[config.mk]
export PLATFORM = sky130hd
export DESIGN_NAME = apb_master_arb
export DESIGN_NICKNAME = d
export VERILOG_FILES = /design/src/rtl/apb_master_arb.sv
export SDC_FILE = /design/constraint.sdc
export NUM_CORES = 1
export LEC_CHECK = 0
export CORE_UTILIZATION = 25
export CTS_CLUSTER_DIAMETER = 50
export DETAILED_ROUTE_END_ITERATION = 16
export GPL_TIMING_DRIVEN = 0
export PLACE_DENSITY = 0.62
export SETUP_SLACK_MARGIN = 0.05
export SYNTH_ARGS = -nofsm -noshare
export SYNTH_HDL_FRONTEND = slang
export SYNTH_SLANG_ARGS = --single-unit
[constraint.sdc]
create_clock -name PCLK -period 1.75 [get_ports PCLK]
set_clock_uncertainty 0.15 [all_clocks]
set_input_delay 0.175 -clock PCLK [delete_from_list [all_inputs] [get_ports PCLK]]
set_output_delay 0.175 -clock PCLK [all_outputs]
set_load 0.05 [all_outputs]
[src/rtl/apb_master_arb.sv]
// apb_master_arb: two-port round-robin APB master with optional PREADY timeout
module apb_master_arb #(
  parameter int unsigned     TO_W     = 8,
  parameter logic [TO_W-1:0] TIMEOUT  = TO_W'(200),
  parameter logic [31:0]     ERR_DATA = 32'hDEADBEEF
) (
  input  logic        PCLK,
  input  logic        PRESETn,
  input  logic        m0_req,
  input  logic        m0_write,
  input  logic [31:0] m0_addr,
  input  logic [31:0] m0_wdata,
  output logic        m0_done,
  input  logic        m1_req,
  input  logic        m1_write,
  input  logic [31:0] m1_addr,
  input  logic [31:0] m1_wdata,
  output logic        m1_done,
  output logic [31:0] rdata,
  output logic        err,
  output logic        PSEL,
  output logic        PENABLE,
  output logic        PWRITE,
  output logic [31:0] PADDR,
  output logic [31:0] PWDATA,
  input  logic        PREADY,
  input  logic [31:0] PRDATA
);
  typedef enum logic [1:0] {IDLE, SETUP, ACCESS} state_t;
  state_t state;
  logic last_grant, grant, elig0, elig1, pick, expire;
  always_comb begin
    elig0 = m0_req & ~m0_done;
    elig1 = m1_req & ~m1_done;
    pick  = (elig0 & elig1) ? ~last_grant : elig1;
  end
`ifdef APB_TIMEOUT_EN
  logic [TO_W-1:0] wait_cnt;
  always_comb expire = ~PREADY & (wait_cnt == TIMEOUT);
`else
  always_comb expire = 1'b0;
`endif
  always_ff @(posedge PCLK or negedge PRESETn) begin
    if (!PRESETn) begin
      state      <= IDLE;
      last_grant <= 1'b1;
      grant      <= 1'b0;
      PSEL       <= 1'b0;
      PENABLE    <= 1'b0;
      PWRITE     <= 1'b0;
      PADDR      <= '0;
      PWDATA     <= '0;
      rdata      <= '0;
      m0_done    <= 1'b0;
      m1_done    <= 1'b0;
      err        <= 1'b0;
`ifdef APB_TIMEOUT_EN
      wait_cnt   <= '0;
`endif
    end else begin
      m0_done <= 1'b0;
      m1_done <= 1'b0;
      err     <= 1'b0;
      case (state)
        IDLE: if (elig0 | elig1) begin
          grant  <= pick;
          PSEL   <= 1'b1;
          PWRITE <= pick ? m1_write : m0_write;
          PADDR  <= pick ? m1_addr  : m0_addr;
          PWDATA <= pick ? m1_wdata : m0_wdata;
          state  <= SETUP;
        end
        SETUP: begin
          PENABLE  <= 1'b1;
          state    <= ACCESS;
`ifdef APB_TIMEOUT_EN
          wait_cnt <= '0;
`endif
        end
        ACCESS: if (PREADY | expire) begin
          if (expire) begin
            rdata <= ERR_DATA;
            err   <= 1'b1;
          end else if (!PWRITE) rdata <= PRDATA;
          m0_done    <= ~grant;
          m1_done    <= grant;
          PSEL       <= 1'b0;
          PENABLE    <= 1'b0;
          last_grant <= grant;
          state      <= IDLE;
        end
`ifdef APB_TIMEOUT_EN
        else wait_cnt <= wait_cnt + 1'b1;
`endif
        default: state <= IDLE;
      endcase
    end
  end
endmodule

# After elaboration in Yosys (flattened, before gate mapping)

Cells that the tools add are included.

Word-level logic and storage cells: 48
Bits in registers: 105

Bitwise logic cells: 9
Reductions and logical operators: 9
Muxes and demuxes: 15
Equal/unequal tests: 4

Operators by type and width:

| operator           | count |
|---|---|
| $mux 32            | 2 |
| $mux 1             | 8 |
| $reduce_and 2->1   | 4 |
| $pmux 2 s3         | 1 |
| $reduce_and 3->1   | 2 |
| $not 1->1          | 5 |
| $mux 2             | 2 |
| $ne 2x2->1 const B | 2 |
| $pmux 1 s2         | 2 |
| $reduce_bool 2->1  | 2 |
| $and 1x1->1        | 3 |
| $eq 2x1->1 const B | 1 |
| $eq 2x2->1 const B | 1 |
| $logic_not 2->1    | 1 |
| $or 1x1->1         | 1 |

# Longest topological paths before layout

Depth after elaboration: 5
Depth in mapped cells: 6
Gate-level depth less buffers: 4

# Worst setup path after synthesis

OpenSTA, ideal clock, no wires.

Kind: flip-flop to flip-flop
From: register m0_done
To: register PADDR[0]
Library setup time: 0.080 ns
Arrival: 1.489 ns
Data required time: 1.520 ns
Stages on the path, launching flop included: 7
Clock period less this slack: 1.719 ns
Path slack: 0.031 ns
Cell sequence: dfrtp_1 > nand3b_1 > and2_4 > buf_6 > buf_2 > nand2_1 > a31oi_4

Word-level cells in the longest chain between the ends: 5
Elaborated cells on any way between the ends: 7
Those cells by class: 2 x mux; 4 x bitwise; 1 x reduce/logical

RTL lines:

| element                | line | text |
|---|---|---|
| start, declared        | 13   | `output logic m0_done,` |
| start signal, assigned | 85   | `m0_done <= ~grant;` |
| $not 1->1 (*)          | 33   | `elig0 = m0_req & ~m0_done;` |
| $and 1x1->1 (*)        | 33   |  |
| $and 1x1->1            | 35   | `pick = (elig0 & elig1) ? ~last_grant : elig1;` |
| $mux 1                 | 35   |  |
| $mux 32                | 69   | `PADDR <= pick ? m1_addr : m0_addr;` |
| end signal, assigned   | 69   |  |
| end, declared          | 24   | `output logic [31:0] PADDR,` |

Every way passes the cells marked *; elsewhere a longest branch is shown, timed or not.
A chain may end at the register's enable or synchronous reset.

# Worst setup path after layout

From: register m1_done
To: register PADDR[8]

Word-level cells in the longest chain between the ends: 5
Elaborated cells on any way between the ends: 7
Those cells by class: 2 x mux; 4 x bitwise; 1 x reduce/logical

RTL lines:

| element                | line | text |
|---|---|---|
| start, declared        | 18   | `output logic m1_done,` |
| start signal, assigned | 86   | `m1_done <= grant;` |
| $not 1->1 (*)          | 34   | `elig1 = m1_req & ~m1_done;` |
| $and 1x1->1 (*)        | 34   |  |
| $and 1x1->1            | 35   |  |
| $mux 1                 | 35   |  |
| $mux 32                | 69   |  |

Marks and branches as above.

==> impl_metrics.sql <==
INSERT INTO impl_metrics (metric_group, metric, value, unit) VALUES
('die', 'die_area', '22500', 'µm²'),
('status', 'run_status', 'finished, final reports clean', ''),
('layout', 'nNetsFinal', '911', ''),
('critical_path', 'critical_path.top_delay_family', 'buffers and inverters', ''),
('yosys', 'synthesis.area', '5470', 'µm²'),
('global_routing', 'grt_max_degree', '61', ''),
('yosys', 'synth-seq-cells', '105', ''),
('yosys', 'synth_top_area_cell', 'dfrtp_1', ''),
('placed_design', 'place.detailed.hpwl', '12600', 'µm'),
('timing', 'setup_total_negative_slack', '0', 'ps'),
('drt', 'post-route-drc-count', '0', ''),
('yosys', 'synth.yosys.seq_area_share', '48.0', '%'),
('clock_network', 'cts_made_buffers', '9', ''),
('die', 'core', '21200', 'µm²'),
('critical_path', 'worstPathArrival', '1790', 'ps'),
('critical_path', 'critical_path.endpoint_type', 'flip-flop', ''),
('die', 'vertical_die_dimension', '150', 'µm'),
('critical_path', 'worstSetupStartpointType', 'flip-flop', ''),
('clock_network', 'buffer_levels_on_the_longest_clock_path', '2', ''),
('yosys', 'synth_ff_type', 'dfrtp_1', ''),
('yosys', 'post_synth.cell_area_avg', '12.1', 'µm²'),
('yosys', 'yosysMostFrequentCell', 'nand2_1', ''),
('placed_design', 'placedCellCount', '996', ''),
('yosys', 'syn-instance-count', '453', ''),
('layout', 'post-route-cell-area', '8980', 'µm²'),
('yosys', 'synthesis_warnings', '0', ''),
('yosys', 'synth_top_area_share', '47.6', '%'),
('yosys', 'number_of_synthesized_flops_with_an_enable_pin', '0', ''),
('critical_path', 'worstPathRequired', '1870', 'ps'),
('clock_network', 'tritoncts_clock_tree', 'built', ''),
('placed_design', 'dpl-instance-area', '8520', 'µm²'),
('power', 'power.static_leakage', '3.66', 'nW'),
('yosys', 'synth_common_cells', 'nand2_1, dfrtp_1, nor2_1', ''),
('timing', 'drv_slew', '0', ''),
('drt', 'detail_route.vias_per_cell', '4.25', ''),
('global_routing', 'grt_first_pass_wirelength', '25000', 'µm'),
('critical_path', 'crit_path_top_delay_cell', 'dfrtp_1', ''),
('global_routing', 'grt_antenna_before_repair', '0', ''),
('layout', 'area_growth_syn_to_layout', '64.0', '%'),
('flow_run', 'cap_viol_max_count', '0', ''),
('critical_path', 'timing.critical_path.fanout_max', '10', ''),
('clock_network', 'numClockSinks', '105', ''),
('drt', 'firstDrtPassIters', '4', ''),
('global_routing', 'aggregate_global_routing_overflow', '0', ''),
('critical_path', 'worstPathBufferInverterCount', '2', ''),
('placed_design', 'port-buffer-count', '267', ''),
('timing', 'final_min_period_over_clock_period', '95.2', '%'),
('drt', 'drt.antenna.violating_nets', '0', ''),
('die', 'standard_cell_rows', '53', ''),
('timing', 'setup_slack', '84.2', 'ps'),
('global_routing', 'grt_pass1_vias', '4378', ''),
('critical_path', 'critical_path_class', 'flip-flop to flip-flop', ''),
('layout', 'antenna-diode-count', '0', ''),
('timing', 'report.final.hold_viol_count', '0', ''),
('die', 'io-pin-count', '269', ''),
('yosys', 'async_flop_share', '100', '%'),
('timing', 'period_needed', '1670', 'ps'),
('power', 'total_power_divided_by_cell_area', '1980', 'nW/µm²'),
('placed_design', 'pre_cts_ws', '-236', 'ps'),
('layout', 'post_layout_nonfiller_instances', '1024', ''),
('yosys', 'postSynthNetCount', '620', ''),
('die', 'floorplan.die.width', '150', 'µm'),
('die', 'floorplan.initialDensity', '25.8', '%'),
('layout', 'post_route_cells_drive_above_1_share', '18.7', '%'),
('timing', 'max_freq', '600', 'MHz'),
('global_routing', 'gr-usage-all-layers', '15.1', '%'),
('worst_hold_path', 'hold_path_class', 'input port to async pin', ''),
('yosys', 'synthDistinctLibCells', '25', ''),
('critical_path', 'max_stage_delay', '410', 'ps'),
('timing', 'rsz0062_at_grt', 'true', ''),
('clock_network', 'htree_num_levels', '3', ''),
('yosys', 'netlist_top_cells_area', 'dfrtp_1, a31oi_4, nand2_1', ''),
('timing', 'timing_worst_slew_pin_value', '585', 'ps'),
('drt', 'routed-via-count', '4351', ''),
('drt', 'wl', '17000', 'µm'),
('drt', 'average_routed_wire_per_standard_cell', '16.6', 'µm'),
('timing', 'slew_headroom', '61.0', '%'),
('critical_path', 'crit_path_cell_trace', 'nor2b_4 > and2_4 > buf_6 > buf_2 > nand2_1 > a31oi_4', ''),
('drt', 'initialDrtViolationCount', '100', ''),
('placed_design', 'gp_congestion', '0.766', ''),
('clock_network', 'clk_pin_slew', '80', 'ps'),
('clock_network', 'clock_latency_on_the_worst_skew_pair', '350', 'ps'),
('power', 'max-vdd-ir-drop', '0.729', 'mV'),
('timing', 'setup-violations-final', '0', ''),
('clock_network', 'clk_tree_root_cell', 'clkbuf_16', '');
worst paths after layout:
path                               to  slack [ps]    startpoint  depth (start not counted)
setup / recovery             PADDR[8]          80       m1_done                          6
hold / removal               rdata[8]         220       PRESETn                          2
hold reg to reg               m0_done         270         grant                          1
max in group asynchronous   PADDR[31]         570       PRESETn                          3
setup reg to reg             PADDR[8]          80       m1_done                          6
min in group PCLK          PWDATA[31]         230  m0_wdata[31]                          3
kinds of logic (layout without fill, tap and decap cells):
group,Yosys count,in the layout,synth area share (%)
muxes,33,33,6.79
and+or+nand+nor,208,208,15.1
AOI/OAI and AO/OA,71,71,24.3
DFF,105,105,48.0
buffers and inverters,35,331,5.72
other,1,1,0.0685
cell type report:
type,count,area (µm²)
multi-input combinational,313,2550
fill,2099,12200
timing repair buffer,280,2760
clock buffer,10,239
buffer,33,385
sequential,105,2630
tap,275,344
clock inverter,6,58.8
inverter,2,7.51
per-layer routing:
layer | GRT usage (%) | up-vias | wire length [µm]
met5 | 0 | - | 0
met4 | 5.86 | 0 | 342
met3 | 4.82 | 18 | 1570
met2 | 25.1 | 201 | 8150
met1 | 18.0 | 2031 | 6940
li1 | - | 2101 | -
worst reg2reg max path, cell delays in order (launching register included):
cell and delay (ps):
dfrtp_1 410, nor2b_4 130, and2_4 160, buf_6 170, buf_2 270, nand2_1 130
a31oi_4 170
what timing repair did:
action,CTS,global route
pin swaps,1,0
hold endpoints to repair,58,0
hold buffers,1,0
resized for setup,111,27
setup buffers,3,3
gates cloned,1,4
setup endpoints to repair,191,83
state kept, by name (all words and copies together), names as in the netlist:
name	flops
state	2
PADDR	32
grant	1
last_grant	1
PWRITE	1
m0_done	1
PSEL	1
PWDATA	32
rdata	32
m1_done	1
PENABLE	1
report_power, final:
| group | internal [W] | total (W) | switching [W] |
|---|---|---|---|
| Combinational | 0.00398 | 0.0115 | 0.00749 |
| Clock | 0.00104 | 0.00206 | 0.00102 |
| Sequential | 0.00365 | 0.00426 | 0.000610 |
placed cells by master, fill, tap and decap left out, types with 3 or more instances in the layout:
| master | synthesis | routed |
|---|---|---|
| nand2_1 | 132 | 125 |
| a31oi_1 | 6 | 6 |
| buf_6 | 5 | 6 |
| nand2_2 | 0 | 7 |
| inv_6 | 0 | 3 |
| dfrtp_1 | 104 | 102 |
| mux2_2 | 3 | 3 |
| dlygate4sd2_1 | 0 | 100 |
| clkdlybuf4s50_1 | 0 | 165 |
| nor2_1 | 70 | 69 |
| buf_12 | 7 | 5 |
| a31oi_4 | 59 | 59 |
| clkbuf_16 | 0 | 12 |
| buf_2 | 18 | 8 |
| mux2_1 | 30 | 30 |
| buf_16 | 0 | 6 |
| buf_4 | 2 | 12 |
| clkbuf_4 | 0 | 3 |
through the flow:
step	hold WS (ps)	power (W)	utilization, %
2_1_floorplan	-271	0.0125	-
3_3_place_gp	254	0.0162	40.0
3_5_place_dp	50.2	0.0163	40.1
4_1_cts	209	0.0177	41.4
5_1_grt	230	0.0188	42.3
6_report	216	0.0178	42.3
Note: power is estimated with default switching activity, not from simulation.
